[src/rtl/uart_tx_serializer.sv]
// UART transmit serializer: start bit, 8 data bits LSB first, optional
// odd/even parity, stop bit. Every bit lasts CLKS_PER_BIT clock cycles.
module uart_tx_serializer #(
  parameter int   CLKS_PER_BIT = 434,
  parameter logic IDLE_LEVEL   = 1'b1
) (
  input  logic        clk,
  input  logic        resetn,
  input  logic [7:0]  tx_data,
  input  logic        tx_data_en,
  input  logic [1:0]  parity_mode,
  output logic        tx_pin,
  output logic        tx_ready,
  output logic        tx_done,
  output logic [15:0] frame_cnt
);

  localparam logic [2:0] S_IDLE   = 3'd0;
  localparam logic [2:0] S_START  = 3'd1;
  localparam logic [2:0] S_DATA   = 3'd2;
  localparam logic [2:0] S_PARITY = 3'd3;
  localparam logic [2:0] S_STOP   = 3'd4;

  localparam logic [15:0] BIT_LAST = 16'(CLKS_PER_BIT - 1);

  logic [2:0]  state;
  logic [15:0] bit_cnt;
  logic [2:0]  bit_idx;
  logic [7:0]  data_q;
  logic [1:0]  mode_q;

  logic bit_end;
  logic has_parity;
  logic parity_bit;

  assign bit_end    = (bit_cnt == BIT_LAST);
  assign has_parity = (mode_q == 2'b01) || (mode_q == 2'b10);
  // Even mode sends the plain XOR of the byte; odd mode sends its inverse.
  assign parity_bit = (^data_q) ^ (mode_q == 2'b01);

  // Outputs are registered: every line/ready change happens on the same
  // edge as the state transition that causes it.
  always_ff @(posedge clk or negedge resetn) begin
    if (!resetn) begin
      state     <= S_IDLE;
      bit_cnt   <= 16'd0;
      bit_idx   <= 3'd0;
      data_q    <= 8'd0;
      mode_q    <= 2'd0;
      tx_pin    <= IDLE_LEVEL;
      tx_ready  <= 1'b1;
      tx_done   <= 1'b0;
      frame_cnt <= 16'd0;
    end else begin
      tx_done <= 1'b0;
      case (state)
        S_IDLE: begin
          bit_cnt <= 16'd0;
          bit_idx <= 3'd0;
          if (tx_data_en) begin
            data_q   <= tx_data;
            mode_q   <= parity_mode;
            state    <= S_START;
            tx_pin   <= 1'b0;
            tx_ready <= 1'b0;
          end
        end
        S_START: begin
          if (bit_end) begin
            bit_cnt <= 16'd0;
            state   <= S_DATA;
            tx_pin  <= data_q[0];
          end else begin
            bit_cnt <= bit_cnt + 16'd1;
          end
        end
        S_DATA: begin
          if (bit_end) begin
            bit_cnt <= 16'd0;
            if (bit_idx == 3'd7) begin
              bit_idx <= 3'd0;
              if (has_parity) begin
                state  <= S_PARITY;
                tx_pin <= parity_bit;
              end else begin
                state  <= S_STOP;
                tx_pin <= 1'b1;
              end
            end else begin
              bit_idx <= bit_idx + 3'd1;
              tx_pin  <= data_q[bit_idx + 3'd1];
            end
          end else begin
            bit_cnt <= bit_cnt + 16'd1;
          end
        end
        S_PARITY: begin
          if (bit_end) begin
            bit_cnt <= 16'd0;
            state   <= S_STOP;
            tx_pin  <= 1'b1;
          end else begin
            bit_cnt <= bit_cnt + 16'd1;
          end
        end
        S_STOP: begin
          if (bit_end) begin
            bit_cnt   <= 16'd0;
            state     <= S_IDLE;
            tx_pin    <= IDLE_LEVEL;
            tx_ready  <= 1'b1;
            tx_done   <= 1'b1;
            frame_cnt <= frame_cnt + 16'd1;
          end else begin
            bit_cnt <= bit_cnt + 16'd1;
          end
        end
        default: begin
          state    <= S_IDLE;
          bit_cnt  <= 16'd0;
          bit_idx  <= 3'd0;
          tx_pin   <= IDLE_LEVEL;
          tx_ready <= 1'b1;
        end
      endcase
    end
  end

endmodule

[config.mk]
export PLATFORM = sky130hd
export DESIGN_NAME = uart_tx_serializer
export DESIGN_NICKNAME = d
export VERILOG_FILES = /design/src/rtl/uart_tx_serializer.sv
export SDC_FILE = /design/constraint.sdc
export NUM_CORES = 1
export LEC_CHECK = 0
export CORE_MARGIN = 4
export CORE_UTILIZATION = 46
export CTS_BUF_LIST = sky130_fd_sc_hd__clkbuf_4
export DETAILED_ROUTE_END_ITERATION = 8
export PLACE_DENSITY = 0.71
export SETUP_SLACK_MARGIN = 0.3
export SYNTH_ARGS = -nofsm -noshare
export SYNTH_HDL_FRONTEND = slang
export SYNTH_SLANG_ARGS = --single-unit
[constraint.sdc]
create_clock -name clk -period 1.8 [get_ports clk]
set_input_delay 0.27 -clock clk [delete_from_list [all_inputs] [get_ports clk]]
set_output_delay 0.27 -clock clk [all_outputs]
set_load 0.02 [all_outputs]
**Yosys cells after proc, flatten, opt, wreduce, memory -nomap -nowiden**

Cells that the tools add are included.

- Bits in latches: 0
- Memories kept: 0
- Input bits: 13
- Output and inout port bits: 19
- RAM bits: 0
- Register bits after elaboration: 51
- Memory bits (read-only): 0

- Shift operators: 0
- Divide/modulo/power cells: 0
- Reductions and logical operators: 13
- Magnitude comparators: 1
- Multipliers: 0
- Muxes and demuxes: 25
- Equal/unequal tests: 15
- $add $sub $neg: 3
- Bitwise logic cells: 3

Operator list:

| operator | number |
|---|---|
| adder 16 x 1 -> 16 bit, second input constant | 2 |
| two-way mux 16 bit | 2 |
| two-way mux 3 bit | 9 |
| == test 16 x 9 -> 1 bit, second input constant | 1 |
| one-hot mux 3 bit (5 select lines) | 1 |
| != test 2 bit, second input constant | 6 |
| two-way mux 1 bit | 9 |
| XOR reduction 8 bit | 1 |
| == test 3 x 2 -> 1 bit, second input constant | 2 |
| == test 3 bit, second input constant | 2 |
| one-hot mux 3 bit (2 select lines) | 1 |
| AND reduction 2 bit | 3 |
| AND reduction 6 bit | 1 |
| OR reduction 3 bit | 2 |
| less-than comparator 3 x 4 -> 1 bit, second input constant | 1 |
| one-hot mux 1 bit (4 select lines) | 1 |
| AND reduction 4 bit | 1 |
| OR reduction 4 bit | 1 |
| adder 3 x 1 -> 3 bit, second input constant | 1 |
| binary-select mux 1 bit (select 3 bit) | 1 |
| == test 3 x 1 -> 1 bit, second input constant | 1 |
| logical NOT 3 bit | 1 |
| one-hot mux 1 bit (3 select lines) | 1 |
| AND reduction 3 bit | 1 |
| 7 further kinds | 8 |

**Logic depth before layout (Yosys ltp)**

Gate-level depths: netlist of the first run.

- Word-level depth: 6
- Mapped depth: 8
- Mapped depth without buffers: 7

**Worst setup path before layout of the first run**

Ideal clock, no wire load.

- Path kind: reg2reg
- From: reg bit_cnt[1]
- To: reg frame_cnt[11]
- Period minus slack after synthesis: 1.867 ns
- Buffers on the path: 0
- Stages on the path, launching flop included: 8
- Path slack: -0.067 ns
- Setup time: 0.080 ns
- Arrival: 1.788 ns
- Cells stage by stage: dfrtp_1 > inv_1 > ha_1 > nor3b_1 > nand4_1 > or4_4 > nor2_1 > xor2_1

- Word-level cells in the longest chain between the ends: 2

Ends and longest elaborated chain:

| what | RTL line | RTL |
|---|---|---|
| from (decl) | 27 | `logic [15:0] bit_cnt;` |
| from (signal assigned) | 74 | `bit_cnt <= bit_cnt + 16'd1;` |
| from (signal assigned) | 94 | `bit_cnt <= bit_cnt + 16'd1;` |
| from (signal assigned) | 103 | `bit_cnt <= bit_cnt + 16'd1;` |
| == test 16 x 9 -> 1 bit | 36 | `assign bit_end = (bit_cnt == BIT_LAST);` |
| AND reduction 2 bit (no source line) | n/a |  |
| to (signal assigned) | 113 | `frame_cnt <= frame_cnt + 16'd1;` |
| to (decl) | 15 | `output logic [15:0] frame_cnt` |

Every way passes these cells.
A chain may end at the register's enable or synchronous reset.

**Worst setup path in the final report of the first run**

- From: reg bit_cnt[1]
- To: reg frame_cnt[5]

Same word-level chain as after synthesis.

==> results.toml, run 1 <==
[synth]
ys_seq_area_share_pct = 49.95
synth-warning-count = 0
syn_area_um2 = 2560
avgSynthCellArea_um2 = 10.58
synthFlopType = "dfrtp_1"
ys_ff_latch = 51
async_reset_ff_share_pct = 100.0
synth-edff-count = 0
syn-instance-count = 242
synth.distinct_cells = 39
syn-num-nets = 261

[cells_and_area]
nets = 343
utilization_pct = 73.87
fillers = 350
syn_to_final_growth_pct = 51.12
fin_area_um2 = 3869
drive_gt1_share_pct = 42.77
antenna_cells = 0

[job]
max_cap_violations = 0

[outcome]
status = "finished with violations"
violations = "negative setup slack"

[critical_path]
cp_max_fo = 4
max_stage_delay_ps = 420
start_kind = "flop"
path_class = "reg -> reg"
reg2reg_slack_ps = -110
path_cells = "inv_1 > ha_1 > nor3b_2 > nand4_1 > buf_4 > buf_4 > nor3_4 > and3_1 > xor2_1"
crit_family = "simple AND/OR/NAND/NOR gates"
worst-path-buf-inv = 3
slowest_stage = "dfrtp_1"
cp.required_ps = 2130
crit_arrival_ps = 2240
crit_top_cell = "buf_4"
cp-end-kind = "flop"

[clocking]
cts_max_path_buffers = 2
cts_tree = "yes"
cts_root_buffer = "clkbuf_4"
clock_latency_ps = 400
clk_pin_slew_ps = 160
numCtsBuffers = 5
cts_num_sinks = 51
h-tree-depth = 2

[pwr]
p_leak_uw = 0.001794
p_per_area_nw_per_um2 = 498.6
peakVddDrop_mv = 0.4420

[routing]
vias = 2158
ant_nets = 0
drc = 0
wire_per_inst_um = 17.01
viasPerCell = 5.463
routed_wl_um = 6718
first_pass_iters = 4
drt_iter0_markers = 117

[floorplan]
fp.dieW_um = 82.60
pin_count = 32
die_h_um = 82.60
start_util_pct = 48.88
dieArea_um2 = 6823
placementRows = 26
fp.coreArea_um2 = 5238

[sta]
tns_ps = -642.8
whs_ps = 302.6
skew_ps = 23.88
report.final.slew_viol_count = 0
setup_violations = 11
setup_ws_ps = -109.3
period_needed_ps = 1909
tightest_slew_ps = 546.9
max_freq_mhz = 523.7
post-route-period-util_pct = 106.1
finalHoldViolations = 0
slew_headroom_pct = 63.20
rsz0062_at_grt = "yes"

[placed_design]
port_buffers = 31
placed_cell_area_um2 = 3209
hpwl_um = 3962
gp_congestion = 0.7846

[grt]
grt_max_degree = 37
grt_pass1_vias = 2146
grt.overflow.total = 0
grt_pass1_wl_um = 10010
antenna_found_initial = 0
track_usage_pct = 19.35

[worst_hold_path]
hold_path_class = "in -> async"
## power breakdown
| part | internal [uW] | switching (uW) | total (uW) |
|---|---|---|---|
| clock network | 325 | 388 | 713 |
| logic | 33.1 | 34.2 | 67.3 |
| registers | 1150 | 0.685 | 1150 |
## repair_timing
item	CTS	global route
setup buffers	9	10
hold buffers	1	0
gates cloned	1	1
resized for setup	73	69
endpoints found under the setup margin	52	59
pin swaps	27	19
endpoints found under the hold margin	13	0
## layer usage
layer  track usage [%]  vias up  part of all wire (%)
li1                  -     1001                     -
met1             23.92     1088                    41
met2             33.73       53                    53
met3             3.254       16                   4.1
met4             7.353        0                   1.8
met5                 0        -                     0
## stage by stage
stage | instances | total power (uW) | setup WS, ps
floorplan | 242 | 1175 | 65.68
global placement | 365 | 1231 | -29.85
detailed placement | 365 | 1231 | -113.8
CTS | 384 | 1919 | -64.71
global route | 395 | 1982 | -267.5
finish | 395 | 1929 | -109.3
## layout by cell type (no fill, tap or decap), types with 10 or more instances in the layout
cell type / instances
buf_6: 13
nor2_1: 10
clkdlybuf4s50_1: 11
nand2_1: 14
buf_4: 34
xor2_1: 18
dfrtp_1: 44
dlygate4sd2_1: 13
xnor2_1: 15
mux2_4: 10
nor2_4: 17
## registers in the layout, indices dropped and copies added, names as in the netlist, 2 cells and up
signal and cells:
bit_idx 3, bit_cnt 16, data_q 8, frame_cnt 16
mode_q 2, state 3
## final cells by class
class / instances / area (um^2) / share of cell area, %
Clock buffer: 7 / 52.55 / 1.358
Inverter: 6 / 27.53 / 0.7115
Multi-Input combinational cell: 178 / 1635 / 42.27
Tap cell: 70 / 87.58 / 2.264
Sequential cell: 51 / 1285 / 33.21
Timing Repair Buffer: 82 / 750.7 / 19.40
Clock inverter: 1 / 30.03 / 0.7762
## synth_stat cells, types with 2 or more instances
master     n  area (um^2)
a21oi_1    5        25.02
and2_0     2        12.51
and3_1     6        37.54
and4_1     3        26.28
clkbuf_1   6        22.52
dfrtp_1   49         1226
dfstp_2    2        52.55
ha_1       6        75.07
inv_1      6        22.52
mux2_2    11        123.9
nand2_1   19        71.32
nand3_1   13        65.06
nand4_1    7        43.79
nor2_1    31        116.4
nor3_1     7        35.03
nor4_1     2        12.51
nor4_4     2        42.54
o21ai_0   10        50.05
xnor2_1   17        148.9
xor2_1    19        166.4
## path summary, 6_finish.rpt
path                                                start                         to  cells past startpoint
worst max-delay path                 bit_cnt[1]$_DFF_PN0_   frame_cnt[5]$_DFFE_PN0P_                      9
worst min-delay path                               resetn      data_q[4]$_DFFE_PN0P_                      2
worst max register to register       bit_cnt[1]$_DFF_PN0_   frame_cnt[5]$_DFFE_PN0P_                      9
worst min register to register  frame_cnt[15]$_DFFE_PN0P_  frame_cnt[15]$_DFFE_PN0P_                      1
max in group asynchronous                          resetn       state[0]$_DFFE_PN0P_                      3
min in group clk                           parity_mode[1]      mode_q[1]$_DFFE_PN0P_                      3
## logic make-up (layout without fill, tap and decap cells)
family	after synthesis	count (layout)	share of synthesized area, %
AND/OR/NAND/NOR	99	99	20.53
flip-flops	51	51	49.95
adder cells (fa/ha/maj)	6	6	2.932
buffers and inverters	13	96	1.955
multiplexers	13	13	6.109
XOR/XNOR	37	37	13.20
AO/OA/AOI/OAI	23	23	5.328
(Power assumes the default switching activity.)
==> inputs of run 2 (changes only) <==
CORE_MARGIN = 1.5   (was 4)
==> run 2 against run 1 <==
The flow still finishes with violations (negative setup slack). Highest routed layer unchanged. Fmax up 0.16%. Non-clock buffer count down 9. Critical path type unchanged. Combinational power down 8.2%. Flip-flop and latch count unchanged.
==> results.toml, run 2 (synthesized netlist as in run 1, its figures left out) <==
[outcome]
violations = "negative setup slack"
status = "finished with violations"

[sta]
skew_ps = 13.97
finalHoldViolations = 0
tns_ps = -528.1
setup_ws_ps = -106.2
tightest_slew_ps = 491.0
rsz0062_at_grt = "yes"
report.final.slew_viol_count = 0
period_needed_ps = 1906
setup_violations = 9
post-route-period-util_pct = 105.9
max_freq_mhz = 524.6
slew_headroom_pct = 67.27

[placed_design]
dpl.cell_count = 365
hpwl_um = 3792
pre_cts_slack_ps = -119.3
placed_cell_area_um2 = 3197
port_buffers = 31
gp_congestion = 0.8014

[pwr]
p_comb_share_pct = 3.3
p_per_area_nw_per_um2 = 526.4
power.internal_uw = 1465
p_seq_share_pct = 62.0
p_leak_uw = 0.001750
p_sw_share_pct = 20.97
p_sw_uw = 388.6
peakVddDrop_mv = 0.3882
clkPwrFrac_pct = 34.7

[routing]
wire_per_inst_um = 14.41
viasPerCell = 5.184
drt_iter0_markers = 89
first_pass_iters = 4
routed_wl_um = 5564
vias = 2001
ant_nets = 0
drc = 0

[clocking]
clock_latency_ps = 370
numCtsBuffers = 5
cts_tree = "yes"
cts_root_buffer = "clkbuf_4"
h-tree-depth = 2
cts_max_path_buffers = 2
clk_pin_slew_ps = 150
cts_num_sinks = 51

[cells_and_area]
fin_area_um2 = 3521
syn_to_final_growth_pct = 37.54
nets = 334
antenna_cells = 0
final_cell_mix = "dfrtp_1 (44), buf_4 (34), xor2_1 (19)"
utilization_pct = 67.22
layout_commonest_cell = "dfrtp_1"
stdcell_count = 386
fillers = 422
reg_top3 = "bit_cnt (16), frame_cnt (16), data_q (8)"
drive_gt1_share_pct = 34.49

[floorplan]
placementRows = 26
fp.dieW_um = 77.60
fp.coreArea_um2 = 5238
dieArea_um2 = 6022
die_h_um = 77.60
start_util_pct = 48.88
pin_count = 32

[grt]
track_usage_pct = 19.59
grt.overflow.total = 0
grt_max_degree = 33
grt_pass1_vias = 2046
grt_pass1_wl_um = 9363
antenna_found_initial = 0

[critical_path]
path_cells = "inv_1 > ha_1 > nor3b_4 > nand4_1 > or4_4 > nor2_2 > xor2_1"
path_class = "reg -> reg"
cp-end-kind = "flop"
crit_family = "simple AND/OR/NAND/NOR gates"
crit_arrival_ps = 2200
cp.required_ps = 2100
max_stage_delay_ps = 600
start_kind = "flop"
cp_max_fo = 4
worst-path-buf-inv = 1
slowest_stage = "or4_4"

[job]
max_cap_violations = 0

[worst_hold_path]
hold_path_class = "in -> async"
[run 2: what timing repair did]
item,4_1_cts,5_1_grt
pin swaps,4,10
endpoints found under the setup margin,57,56
endpoints found under the hold margin,17,0
buffers inserted,3,7
hold buffers,1,0
cloned,1,1
gates resized for setup,43,36
[run 2: worst paths after layout]
kind / startpoint / endpoint / slack (ps) / cells after the start
max reg2reg: bit_cnt[1]$_DFF_PN0_ / frame_cnt[11]$_DFFE_PN0P_ / -110 / 7
max in group asynchronous: resetn / frame_cnt[12]$_DFFE_PN0P_ / 870 / 3
min in group clk: parity_mode[1] / mode_q[1]$_DFFE_PN0P_ / 460 / 3
min: resetn / data_q[6]$_DFFE_PN0P_ / 370 / 2
max: bit_cnt[1]$_DFF_PN0_ / frame_cnt[11]$_DFFE_PN0P_ / -110 / 7
min reg2reg: frame_cnt[15]$_DFFE_PN0P_ / frame_cnt[15]$_DFFE_PN0P_ / 490 / 1
[run 2: area by class of cell]
cell class / count / area, um^2 / share of cell area, %
clock buffer: 5 / 37.54 / 1.066
timing repair buffer: 73 / 635.6 / 18.05
multi-input combinational: 178 / 1411 / 40.09
tap: 70 / 87.58 / 2.488
inverter: 6 / 25.02 / 0.7107
clock inverter: 3 / 38.79 / 1.102
sequential: 51 / 1285 / 36.50
[run 2: power by group through the flow]
stage	clock network [uW]	registers [uW]	logic, uW
after floorplan	0	1170	3.01
after global placement	0	1170	61.2
after detailed placement	0	1170	61.9
after CTS	675	1150	63.2
after global routing	710	1150	69.1
final	643	1150	61.8
[run 2: metal layers]
layer	GRT usage [%]	routed length (um)	vias up
li1	-	-	988
met1	25.73	2585	981
met2	31.65	2752	24
met3	4.471	148	8
met4	7.091	77	0
met5	0	0	-
[run 2: through the flow]
stage	total power, uW	hold slack, ps
global placement	1231	261.2
finish	1853	365.6
detailed placement	1232	258.4
global route	1929	384.5
floorplan	1175	-25.59
CTS	1887	355.5
